File: src/rtl/id_decode_pipe_if.sv
// Bus bundle between IF, the decode stage, the register file and EX.
// The slave modport is the decode stage; the master modport is its environment.
// When ID_ILLEGAL_DET_EN is defined the bundle also carries out_illegal.
interface id_decode_pipe_if #(
    parameter int XLEN  = 32,
    parameter int CNT_W = 16
);
    logic             in_valid;
    logic             in_ready;
    logic [31:0]      in_inst;
    logic [XLEN-1:0]  in_pc;
    logic [4:0]       rf_rs1;
    logic [4:0]       rf_rs2;
    logic [XLEN-1:0]  rf_rdata1;
    logic [XLEN-1:0]  rf_rdata2;
    logic             ex_valid;
    logic [4:0]       ex_rd;
    logic [1:0]       ex_wb_sel;
    logic             flush;
    logic             out_valid;
    logic             out_ready;
    logic [4:0]       out_rs1;
    logic [4:0]       out_rs2;
    logic [4:0]       out_rd;
    logic [XLEN-1:0]  out_opr_a;
    logic [XLEN-1:0]  out_opr_b;
    logic [XLEN-1:0]  out_imm;
    logic [XLEN-1:0]  out_pc;
    logic [XLEN-1:0]  out_pc4;
    logic             out_rf_en;
    logic             out_dm_en;
    logic             out_is_load;
    logic             out_is_branch;
    logic             out_is_jump;
    logic [2:0]       out_funct3;
    logic [6:0]       out_opcode;
    logic [CNT_W-1:0] stall_cnt;
`ifdef ID_ILLEGAL_DET_EN
    logic             out_illegal;
`endif

    modport slave (
        input  in_valid, in_inst, in_pc, rf_rdata1, rf_rdata2,
               ex_valid, ex_rd, ex_wb_sel, flush, out_ready,
        output in_ready, rf_rs1, rf_rs2, out_valid, out_rs1, out_rs2, out_rd,
               out_opr_a, out_opr_b, out_imm, out_pc, out_pc4,
               out_rf_en, out_dm_en, out_is_load, out_is_branch, out_is_jump,
               out_funct3, out_opcode, stall_cnt
`ifdef ID_ILLEGAL_DET_EN
             , out_illegal
`endif
    );

    modport master (
        output in_valid, in_inst, in_pc, rf_rdata1, rf_rdata2,
               ex_valid, ex_rd, ex_wb_sel, flush, out_ready,
        input  in_ready, rf_rs1, rf_rs2, out_valid, out_rs1, out_rs2, out_rd,
               out_opr_a, out_opr_b, out_imm, out_pc, out_pc4,
               out_rf_en, out_dm_en, out_is_load, out_is_branch, out_is_jump,
               out_funct3, out_opcode, stall_cnt
`ifdef ID_ILLEGAL_DET_EN
             , out_illegal
`endif
    );
endinterface

File: src/rtl/id_decode_pipe.sv
// Registered RV32I/RV64I decode stage: immediate generation, control decode,
// load-use hazard bubbles, valid/ready output register, saturating stall counter.
// Optional: define ID_ILLEGAL_DET_EN to add out_illegal and suppress rf_en/dm_en
// for unrecognised encodings.
module id_decode_pipe #(
    parameter int         XLEN    = 32,
    parameter logic [1:0] WB_LOAD = 2'b10,
    parameter int         CNT_W   = 16
) (
    input logic          clk,
    input logic          arst_n,
    id_decode_pipe_if.slave bus
);
    localparam logic [6:0] OP_LOAD    = 7'b0000011;
    localparam logic [6:0] OP_STORE   = 7'b0100011;
    localparam logic [6:0] OP_BRANCH  = 7'b1100011;
    localparam logic [6:0] OP_JALR    = 7'b1100111;
    localparam logic [6:0] OP_JAL     = 7'b1101111;
    localparam logic [6:0] OP_OPIMM   = 7'b0010011;
    localparam logic [6:0] OP_OP      = 7'b0110011;
    localparam logic [6:0] OP_LUI     = 7'b0110111;
    localparam logic [6:0] OP_AUIPC   = 7'b0010111;
    localparam logic [6:0] OP_OPIMM32 = 7'b0011011;
    localparam logic [6:0] OP_OP32    = 7'b0111011;
    localparam logic       RV64       = (XLEN == 64);

    typedef struct packed {
        logic [4:0]      rs1;
        logic [4:0]      rs2;
        logic [4:0]      rd;
        logic [XLEN-1:0] opr_a;
        logic [XLEN-1:0] opr_b;
        logic [XLEN-1:0] imm;
        logic [XLEN-1:0] pc;
        logic [XLEN-1:0] pc4;
        logic            rf_en;
        logic            dm_en;
        logic            is_load;
        logic            is_branch;
        logic            is_jump;
        logic [2:0]      funct3;
        logic [6:0]      opcode;
    } dec_t;

    logic [31:0]      inst;
    logic [6:0]       opcode;
    logic [4:0]       rs1, rs2, rd;
    logic             known;
    logic             uses_rs1, uses_rs2;
    logic [31:0]      imm32;
    logic             hazard;
    logic             adv;
    logic             in_ready;
    logic             accept;
    dec_t             dec_d, dec_q;
    logic             out_valid_q;
    logic [CNT_W-1:0] cnt_q;
`ifdef ID_ILLEGAL_DET_EN
    logic             illegal_d, illegal_q;
`endif

    assign inst   = bus.in_inst;
    assign opcode = inst[6:0];
    assign rs1    = inst[19:15];
    assign rs2    = inst[24:20];
    assign rd     = inst[11:7];

    // Immediate format selection and opcode recognition.
    always_comb begin
        known = 1'b0;
        imm32 = '0;
        case (opcode)
            OP_LUI, OP_AUIPC: begin
                known = 1'b1;
                imm32 = {inst[31:12], 12'b0};
            end
            OP_JAL: begin
                known = 1'b1;
                imm32 = {{11{inst[31]}}, inst[31], inst[19:12], inst[20], inst[30:21], 1'b0};
            end
            OP_JALR, OP_LOAD, OP_OPIMM: begin
                known = 1'b1;
                imm32 = {{20{inst[31]}}, inst[31:20]};
            end
            OP_OPIMM32: begin
                // Word ops only exist on RV64; on RV32 they fall through as unknown.
                known = RV64;
                imm32 = RV64 ? {{20{inst[31]}}, inst[31:20]} : 32'b0;
            end
            OP_STORE: begin
                known = 1'b1;
                imm32 = {{20{inst[31]}}, inst[31:25], inst[11:7]};
            end
            OP_BRANCH: begin
                known = 1'b1;
                imm32 = {{19{inst[31]}}, inst[31], inst[7], inst[30:25], inst[11:8], 1'b0};
            end
            OP_OP:   known = 1'b1;
            OP_OP32: known = RV64;
            default: ;
        endcase
    end

    assign uses_rs1 = !(opcode inside {OP_LUI, OP_AUIPC, OP_JAL});
    assign uses_rs2 = opcode inside {OP_OP, OP_OP32, OP_STORE, OP_BRANCH};

    assign hazard = bus.in_valid & bus.ex_valid & (bus.ex_wb_sel == WB_LOAD) &
                    (bus.ex_rd != 5'd0) &
                    ((uses_rs1 & (bus.ex_rd == rs1)) | (uses_rs2 & (bus.ex_rd == rs2)));
    assign adv      = ~out_valid_q | bus.out_ready;
    assign in_ready = adv & ~hazard & ~bus.flush;
    assign accept   = bus.in_valid & in_ready;

    // Assemble the record that the output register captures on accept.
    always_comb begin
        dec_d           = '0;
        dec_d.rs1       = rs1;
        dec_d.rs2       = rs2;
        dec_d.rd        = rd;
        dec_d.opr_a     = bus.rf_rdata1;
        dec_d.opr_b     = bus.rf_rdata2;
        dec_d.imm       = XLEN'($signed(imm32));
        dec_d.pc        = bus.in_pc;
        dec_d.pc4       = bus.in_pc + XLEN'(4);
        dec_d.rf_en     = known & (opcode != OP_STORE) & (opcode != OP_BRANCH) & (rd != 5'd0);
        dec_d.dm_en     = (opcode == OP_LOAD) | (opcode == OP_STORE);
        dec_d.is_load   = (opcode == OP_LOAD);
        dec_d.is_branch = (opcode == OP_BRANCH);
        dec_d.is_jump   = (opcode == OP_JAL) | (opcode == OP_JALR);
        dec_d.funct3    = inst[14:12];
        dec_d.opcode    = opcode;
`ifdef ID_ILLEGAL_DET_EN
        illegal_d = ~known | (inst[1:0] != 2'b11);
        if (illegal_d) begin
            dec_d.rf_en = 1'b0;
            dec_d.dm_en = 1'b0;
        end
`endif
    end

    // Output register: flush kills, accept loads, an idle advance bubbles, else hold.
    always_ff @(posedge clk or negedge arst_n) begin
        if (!arst_n) begin
            out_valid_q <= 1'b0;
            dec_q       <= '0;
`ifdef ID_ILLEGAL_DET_EN
            illegal_q   <= 1'b0;
`endif
        end else if (bus.flush) begin
            out_valid_q <= 1'b0;
        end else if (accept) begin
            out_valid_q <= 1'b1;
            dec_q       <= dec_d;
`ifdef ID_ILLEGAL_DET_EN
            illegal_q   <= illegal_d;
`endif
        end else if (adv) begin
            out_valid_q <= 1'b0;
        end
    end

    // Stall cycle counter, saturating at all-ones.
    always_ff @(posedge clk or negedge arst_n) begin
        if (!arst_n)
            cnt_q <= '0;
        else if (hazard & ~bus.flush & (cnt_q != '1))
            cnt_q <= cnt_q + CNT_W'(1);
    end

    assign bus.in_ready      = in_ready;
    assign bus.rf_rs1        = rs1;
    assign bus.rf_rs2        = rs2;
    assign bus.out_valid     = out_valid_q;
    assign bus.out_rs1       = dec_q.rs1;
    assign bus.out_rs2       = dec_q.rs2;
    assign bus.out_rd        = dec_q.rd;
    assign bus.out_opr_a     = dec_q.opr_a;
    assign bus.out_opr_b     = dec_q.opr_b;
    assign bus.out_imm       = dec_q.imm;
    assign bus.out_pc        = dec_q.pc;
    assign bus.out_pc4       = dec_q.pc4;
    assign bus.out_rf_en     = dec_q.rf_en;
    assign bus.out_dm_en     = dec_q.dm_en;
    assign bus.out_is_load   = dec_q.is_load;
    assign bus.out_is_branch = dec_q.is_branch;
    assign bus.out_is_jump   = dec_q.is_jump;
    assign bus.out_funct3    = dec_q.funct3;
    assign bus.out_opcode    = dec_q.opcode;
    assign bus.stall_cnt     = cnt_q;
`ifdef ID_ILLEGAL_DET_EN
    assign bus.out_illegal   = illegal_q;
`endif
endmodule

File: src/flat_wrapper.sv
// flat-port wrapper written by rule: the top's interface ports become plain ports
module id_decode_pipe_flat 
#(
    parameter int         XLEN    = 32,
    parameter logic [1:0] WB_LOAD = 2'b10,
    parameter int         CNT_W   = 16
)
  (clk, arst_n, bus_in_valid, bus_in_inst, bus_in_pc, bus_rf_rdata1, bus_rf_rdata2, bus_ex_valid, bus_ex_rd, bus_ex_wb_sel, bus_flush, bus_out_ready, bus_in_ready, bus_rf_rs1, bus_rf_rs2, bus_out_valid, bus_out_rs1, bus_out_rs2, bus_out_rd, bus_out_opr_a, bus_out_opr_b, bus_out_imm, bus_out_pc, bus_out_pc4, bus_out_rf_en, bus_out_dm_en, bus_out_is_load, bus_out_is_branch, bus_out_is_jump, bus_out_funct3, bus_out_opcode, bus_stall_cnt);
  id_decode_pipe_if #(.XLEN(XLEN), .CNT_W(CNT_W)) bus_i ();
  input logic clk;
  input logic arst_n;
  input wire logic [$bits(bus_i.in_valid)-1:0] bus_in_valid;
  input wire logic [$bits(bus_i.in_inst)-1:0] bus_in_inst;
  input wire logic [$bits(bus_i.in_pc)-1:0] bus_in_pc;
  input wire logic [$bits(bus_i.rf_rdata1)-1:0] bus_rf_rdata1;
  input wire logic [$bits(bus_i.rf_rdata2)-1:0] bus_rf_rdata2;
  input wire logic [$bits(bus_i.ex_valid)-1:0] bus_ex_valid;
  input wire logic [$bits(bus_i.ex_rd)-1:0] bus_ex_rd;
  input wire logic [$bits(bus_i.ex_wb_sel)-1:0] bus_ex_wb_sel;
  input wire logic [$bits(bus_i.flush)-1:0] bus_flush;
  input wire logic [$bits(bus_i.out_ready)-1:0] bus_out_ready;
  output wire logic [$bits(bus_i.in_ready)-1:0] bus_in_ready;
  output wire logic [$bits(bus_i.rf_rs1)-1:0] bus_rf_rs1;
  output wire logic [$bits(bus_i.rf_rs2)-1:0] bus_rf_rs2;
  output wire logic [$bits(bus_i.out_valid)-1:0] bus_out_valid;
  output wire logic [$bits(bus_i.out_rs1)-1:0] bus_out_rs1;
  output wire logic [$bits(bus_i.out_rs2)-1:0] bus_out_rs2;
  output wire logic [$bits(bus_i.out_rd)-1:0] bus_out_rd;
  output wire logic [$bits(bus_i.out_opr_a)-1:0] bus_out_opr_a;
  output wire logic [$bits(bus_i.out_opr_b)-1:0] bus_out_opr_b;
  output wire logic [$bits(bus_i.out_imm)-1:0] bus_out_imm;
  output wire logic [$bits(bus_i.out_pc)-1:0] bus_out_pc;
  output wire logic [$bits(bus_i.out_pc4)-1:0] bus_out_pc4;
  output wire logic [$bits(bus_i.out_rf_en)-1:0] bus_out_rf_en;
  output wire logic [$bits(bus_i.out_dm_en)-1:0] bus_out_dm_en;
  output wire logic [$bits(bus_i.out_is_load)-1:0] bus_out_is_load;
  output wire logic [$bits(bus_i.out_is_branch)-1:0] bus_out_is_branch;
  output wire logic [$bits(bus_i.out_is_jump)-1:0] bus_out_is_jump;
  output wire logic [$bits(bus_i.out_funct3)-1:0] bus_out_funct3;
  output wire logic [$bits(bus_i.out_opcode)-1:0] bus_out_opcode;
  output wire logic [$bits(bus_i.stall_cnt)-1:0] bus_stall_cnt;
  assign bus_i.in_valid = bus_in_valid;
  assign bus_i.in_inst = bus_in_inst;
  assign bus_i.in_pc = bus_in_pc;
  assign bus_i.rf_rdata1 = bus_rf_rdata1;
  assign bus_i.rf_rdata2 = bus_rf_rdata2;
  assign bus_i.ex_valid = bus_ex_valid;
  assign bus_i.ex_rd = bus_ex_rd;
  assign bus_i.ex_wb_sel = bus_ex_wb_sel;
  assign bus_i.flush = bus_flush;
  assign bus_i.out_ready = bus_out_ready;
  assign bus_in_ready = bus_i.in_ready;
  assign bus_rf_rs1 = bus_i.rf_rs1;
  assign bus_rf_rs2 = bus_i.rf_rs2;
  assign bus_out_valid = bus_i.out_valid;
  assign bus_out_rs1 = bus_i.out_rs1;
  assign bus_out_rs2 = bus_i.out_rs2;
  assign bus_out_rd = bus_i.out_rd;
  assign bus_out_opr_a = bus_i.out_opr_a;
  assign bus_out_opr_b = bus_i.out_opr_b;
  assign bus_out_imm = bus_i.out_imm;
  assign bus_out_pc = bus_i.out_pc;
  assign bus_out_pc4 = bus_i.out_pc4;
  assign bus_out_rf_en = bus_i.out_rf_en;
  assign bus_out_dm_en = bus_i.out_dm_en;
  assign bus_out_is_load = bus_i.out_is_load;
  assign bus_out_is_branch = bus_i.out_is_branch;
  assign bus_out_is_jump = bus_i.out_is_jump;
  assign bus_out_funct3 = bus_i.out_funct3;
  assign bus_out_opcode = bus_i.out_opcode;
  assign bus_stall_cnt = bus_i.stall_cnt;
  id_decode_pipe #(.XLEN(XLEN), .WB_LOAD(WB_LOAD), .CNT_W(CNT_W)) u_core (.clk(clk), .arst_n(arst_n), .bus(bus_i));
endmodule
File: config.mk
export PLATFORM = sky130hd
export DESIGN_NAME = id_decode_pipe_flat
export DESIGN_NICKNAME = d
export VERILOG_FILES = /design/src/rtl/id_decode_pipe_if.sv /design/src/rtl/id_decode_pipe.sv /design/src/flat_wrapper.sv
export SDC_FILE = /design/constraint.sdc
export NUM_CORES = 1
export LEC_CHECK = 0
export ABC_CLOCK_PERIOD_IN_PS = 5100
export CORE_UTILIZATION = 48
export CTS_CLUSTER_SIZE = 40
export DETAILED_ROUTE_END_ITERATION = 8
export PLACE_DENSITY = 0.86
export SETUP_SLACK_MARGIN = 0.05
export SLEW_MARGIN = 40
export SYNTH_ARGS = -nofsm -noshare
export SYNTH_HDL_FRONTEND = slang
export SYNTH_SLANG_ARGS = --single-unit
File: constraint.sdc
create_clock -name clk -period 5.1 [get_ports clk]
set_input_delay 0.765 -clock clk [delete_from_list [all_inputs] [get_ports clk]]
set_output_delay 0.765 -clock clk [all_outputs]
set_load 0.005 [all_outputs]
==> flow_summary_export.csv <==
group,metric,value,unit
job,max_cap_viol_count,0,
finish,layout_commonest_cell,"clkdlybuf4s50_1",
routing,antenna_violating_nets_remaining,0,
global_route,grt_pass1_wl,41730,um
power,cellInternalPower,3.580,mW
cts,worst_skew_pair.late_latency,0.50,ns
sta,worst_setup_skew_after_layout,0.01409,ns
sta,fmaxAchievable,259.8,MHz
routing,totalWireLength,27640,um
routing,routedWlPerCell,20.84,um
sta,max_transition_margin,0.5315,
power,power-per-cell-area,341.6,nW/um^2
yosys,postSynthAreaPerCell,13.68,um^2
cts,clock_pin_slew_reported_for_the_worst_setup_and_hold_paths_after_clock_tree_synthesis,0.06,ns
place,dpl_cell_area,13120,um^2
power,pwr-share-seq,0.419,
place,io_buffer_count,358,
routing,drtIter0Drc,300,
yosys,synthesis.nets,837,
cts,cts_tree,"done",
sta,final_min_period_over_clock_period,0.7548,
power,cell_leakage_power,5.835,nW
finish,finalNetCount,1186,
finish,final_area,13880,um^2
place,placed_insts,1283,
cts,htree_num_levels,1,
power,switching_power,1.160,mW
critical_path,timing.critical_path.cells,"clkdlybuf4s50_1 -> nor2_1 -> and3_1 -> o2111ai_1 -> and3_1 -> clkdlybuf4s50_1",
outcome,outcome,"completed",
power,comb_pwr_share,0.235,
global_route,gr-max-usage-layer,"met2",
cts,clockBufferDepth,3,
critical_path,cpPeakStageDelay,0.72,ns
sta,final.setup.tns,0,ns
global_route,met1_usage,0.2926,
critical_path,crit_slowest_cell,"clkdlybuf4s50_1",
place,hpwl,19550,um
yosys,synth_cell_type_count,46,
sta,finalSetupViolCount,0,
routing,drc,0,
cts,post_cts.resized_instances,0,
finish,most-common-layout-cells,"clkdlybuf4s50_1, dfrtp_1, mux2_2",
yosys,synth_largest_type_area_fraction,0.5403,
floorplanning,placement_rows,51,
yosys,yosys_warnings,0,
global_route,first_global_vias,7210,
critical_path,start_kind,"primary input",
finish,stdcell_count,1326,
floorplanning,io-pin-count,359,
yosys,synth-async-reset-ratio,1.000,
critical_path,worstPathArrival,3.08,ns
yosys,synthFlopType,"dfrtp_1",
floorplanning,placeableCoreArea,19400,um^2
floorplanning,area_of_the_die,20350,um^2
place,gp_congestion,0.8171,
global_route,met2_usage,0.4788,
finish,flow.area_growth_from_synthesis,46.16,%
cts,cts.sink_count,205,
yosys,synth_edf_count,0,
critical_path,worst-path-max-fanout,11,
yosys,synth.cell_area,9495,um^2
cts,cts-root-buf,"clkbuf_16",
global_route,pin_count_of_the_biggest_net_entering_global_routing,100,
cts,postCtsSetupBuffers,0,
yosys,synthesis.instances,694,
routing,vias_per_cell,5.247,
power,sw_frac_of_total,0.2447,
cts,cts-buffers-inserted,23,
global_route,grtUsageTotal,0.2682,
finish,layout-drive-gt1-share,0.2030,
yosys,synth_area_leaders,"dfrtp_1, mux2_4, mux2_2",
global_route,global_route.overflow_total,0,
worst_hold_path,min-delay-path-class,"in -> async",
critical_path,critical_path.endpoint_type,"output port",
floorplanning,floorplan.initialDensity,0.4895,
routing,drt-pass1-iter-count,4,
power,vdd_drop_max,277.6,uV
yosys,yosys.area.top_type,"dfrtp_1",
floorplanning,chipHeight,142.7,um
sta,endpoints_failing_hold,0,
sta,max_slew.worst_pin.slew,0.7028,ns
cts,cts-hold-fix-buffers,0,
routing,route.vias.total,6958,
sta,grt_setup_unrepaired,"false",
sta,maxSlewViolCount,0,
global_route,grt_use_met3,0.08048,
yosys,flip_flop_and_latch_count_after_synthesis,205,
yosys,portion_of_the_post_synthesis_area_used_by_sequential_elements,0.5403,
sta,fin_crit,3.850,ns
global_route,antenna_found_initial,1,
floorplanning,die_w,142.7,um
critical_path,critical_path_required,4.34,ns
critical_path,path_class,"in -> out",
power,clock_share_of_power,0.346,
-- critical path: cells and delay by family --
| family | cells | cell delay, ns |
|---|---|---|
| buffers and inverters | 2 | 1.24 |
| and+or+nand+nor | 3 | 0.74 |
| AOI/OAI and AO/OA | 1 | 0.34 |
-- cell usage after synthesis (2+ instances only) --
| cell type | number |
|---|---|
| inv_1 | 31 |
| xnor2_1 | 29 |
| buf_4 | 20 |
| nand2_1 | 29 |
| clkbuf_1 | 7 |
| buf_6 | 3 |
| dfrtp_1 | 205 |
| nor4_1 | 5 |
| o21ai_0 | 3 |
| a21oi_1 | 25 |
| nand2b_1 | 2 |
| and4_1 | 3 |
| nand4_1 | 10 |
| nand4b_1 | 5 |
| nor3_1 | 8 |
| and2_1 | 6 |
| and3_1 | 12 |
| mux2i_1 | 29 |
| a22o_1 | 4 |
| or4_1 | 2 |
| xor2_1 | 22 |
| nor2_1 | 19 |
| buf_12 | 9 |
| mux2_2 | 82 |
| nand3_1 | 23 |
| mux2_4 | 80 |
| ha_1 | 2 |
-- worst paths after layout --
path | to | cells past startpoint | slack [ns] | start
worst max-delay path | bus_in_ready | 6 | 1.25 | bus_in_inst[2]
worst min-delay path | u_core.bus.stall_cnt[9] | 1 | 0.21 | arst_n
worst max register to register | u_core.bus.stall_cnt[5] | 7 | 2.85 | u_core.bus.stall_cnt[6]
worst min register to register | u_core.bus.out_pc4[22] | 1 | 0.50 | u_core.bus.out_pc4[22]
max in group asynchronous | u_core.bus.out_imm[26] | 3 | 3.69 | arst_n
min in group clk | u_core.bus.out_pc4[22] | 1 | 0.50 | u_core.bus.out_pc4[22]
-- layer usage --
metal | wire length [um] | up-vias
met1 | 9799 | 3438
met3 | 2481 | 81
li1 | - | 3100
met4 | 1209 | 0
met2 | 14150 | 339
met5 | 0 | -
-- stage by stage --
stage	utilization	hold WS (ns)	power, mW	worst slack (ns)
5_1_grt	0.7153	0.2136	4.922	1.102
6_report	0.7154	0.2067	4.740	1.250
3_3_place_gp	0.6749	0.4829	3.075	1.286
4_1_cts	0.7152	0.1909	4.780	1.271
3_5_place_dp	0.6763	0.4924	3.115	1.197
2_1_floorplan	-	0.4694	2.399	2.330
-- kinds of logic (layout without fill, tap and decap cells) --
group	count (synthesis)	count (layout)	share of synthesized area
flops	205	205	0.5403
mux	191	191	0.2543
simple gates	133	133	0.07511
buf+inv	74	439	0.05639
xor+xnor	51	51	0.04704
compound gates	38	38	0.02425
fa+ha+maj	2	2	0.002635
other cells	0	2	0
-- final cells by class --
class	count	area [um^2]
Sequential cell	205	5130
Antenna cell	2	5.005
Multi-Input combinational cell	415	3830
Clock buffer	34	686.9
Timing Repair Buffer	367	3712
Tap cell	265	331.6
Fill cell	1349	5520
Inverter	31	116.4
Clock inverter	7	66.31
-- power groups by stage --
stage / clock [mW] / combinational [mW] / sequential (mW)
2_1_floorplan: 0 / 0.388 / 2.01
6_report: 1.64 / 1.11 / 1.99
4_1_cts: 1.67 / 1.12 / 1.99
3_3_place_gp: 0 / 1.08 / 1.99
5_1_grt: 1.73 / 1.18 / 2.01
3_5_place_dp: 0 / 1.11 / 2.01
-- state kept, by name, indices dropped and copies added (netlist names), 3 cells and up --
| signal | cells |
|---|---|
| u_core.bus.out_funct3 | 3 |
| u_core.bus.out_imm | 32 |
| u_core.bus.out_opcode | 7 |
| u_core.bus.out_opr_a | 32 |
| u_core.bus.out_opr_b | 32 |
| u_core.bus.out_pc | 30 |
| u_core.bus.out_pc4 | 32 |
| u_core.bus.out_rd | 5 |
| u_core.bus.out_rs1 | 5 |
| u_core.bus.out_rs2 | 5 |
| u_core.bus.stall_cnt | 16 |
Power figures use the tool's default switching activity.
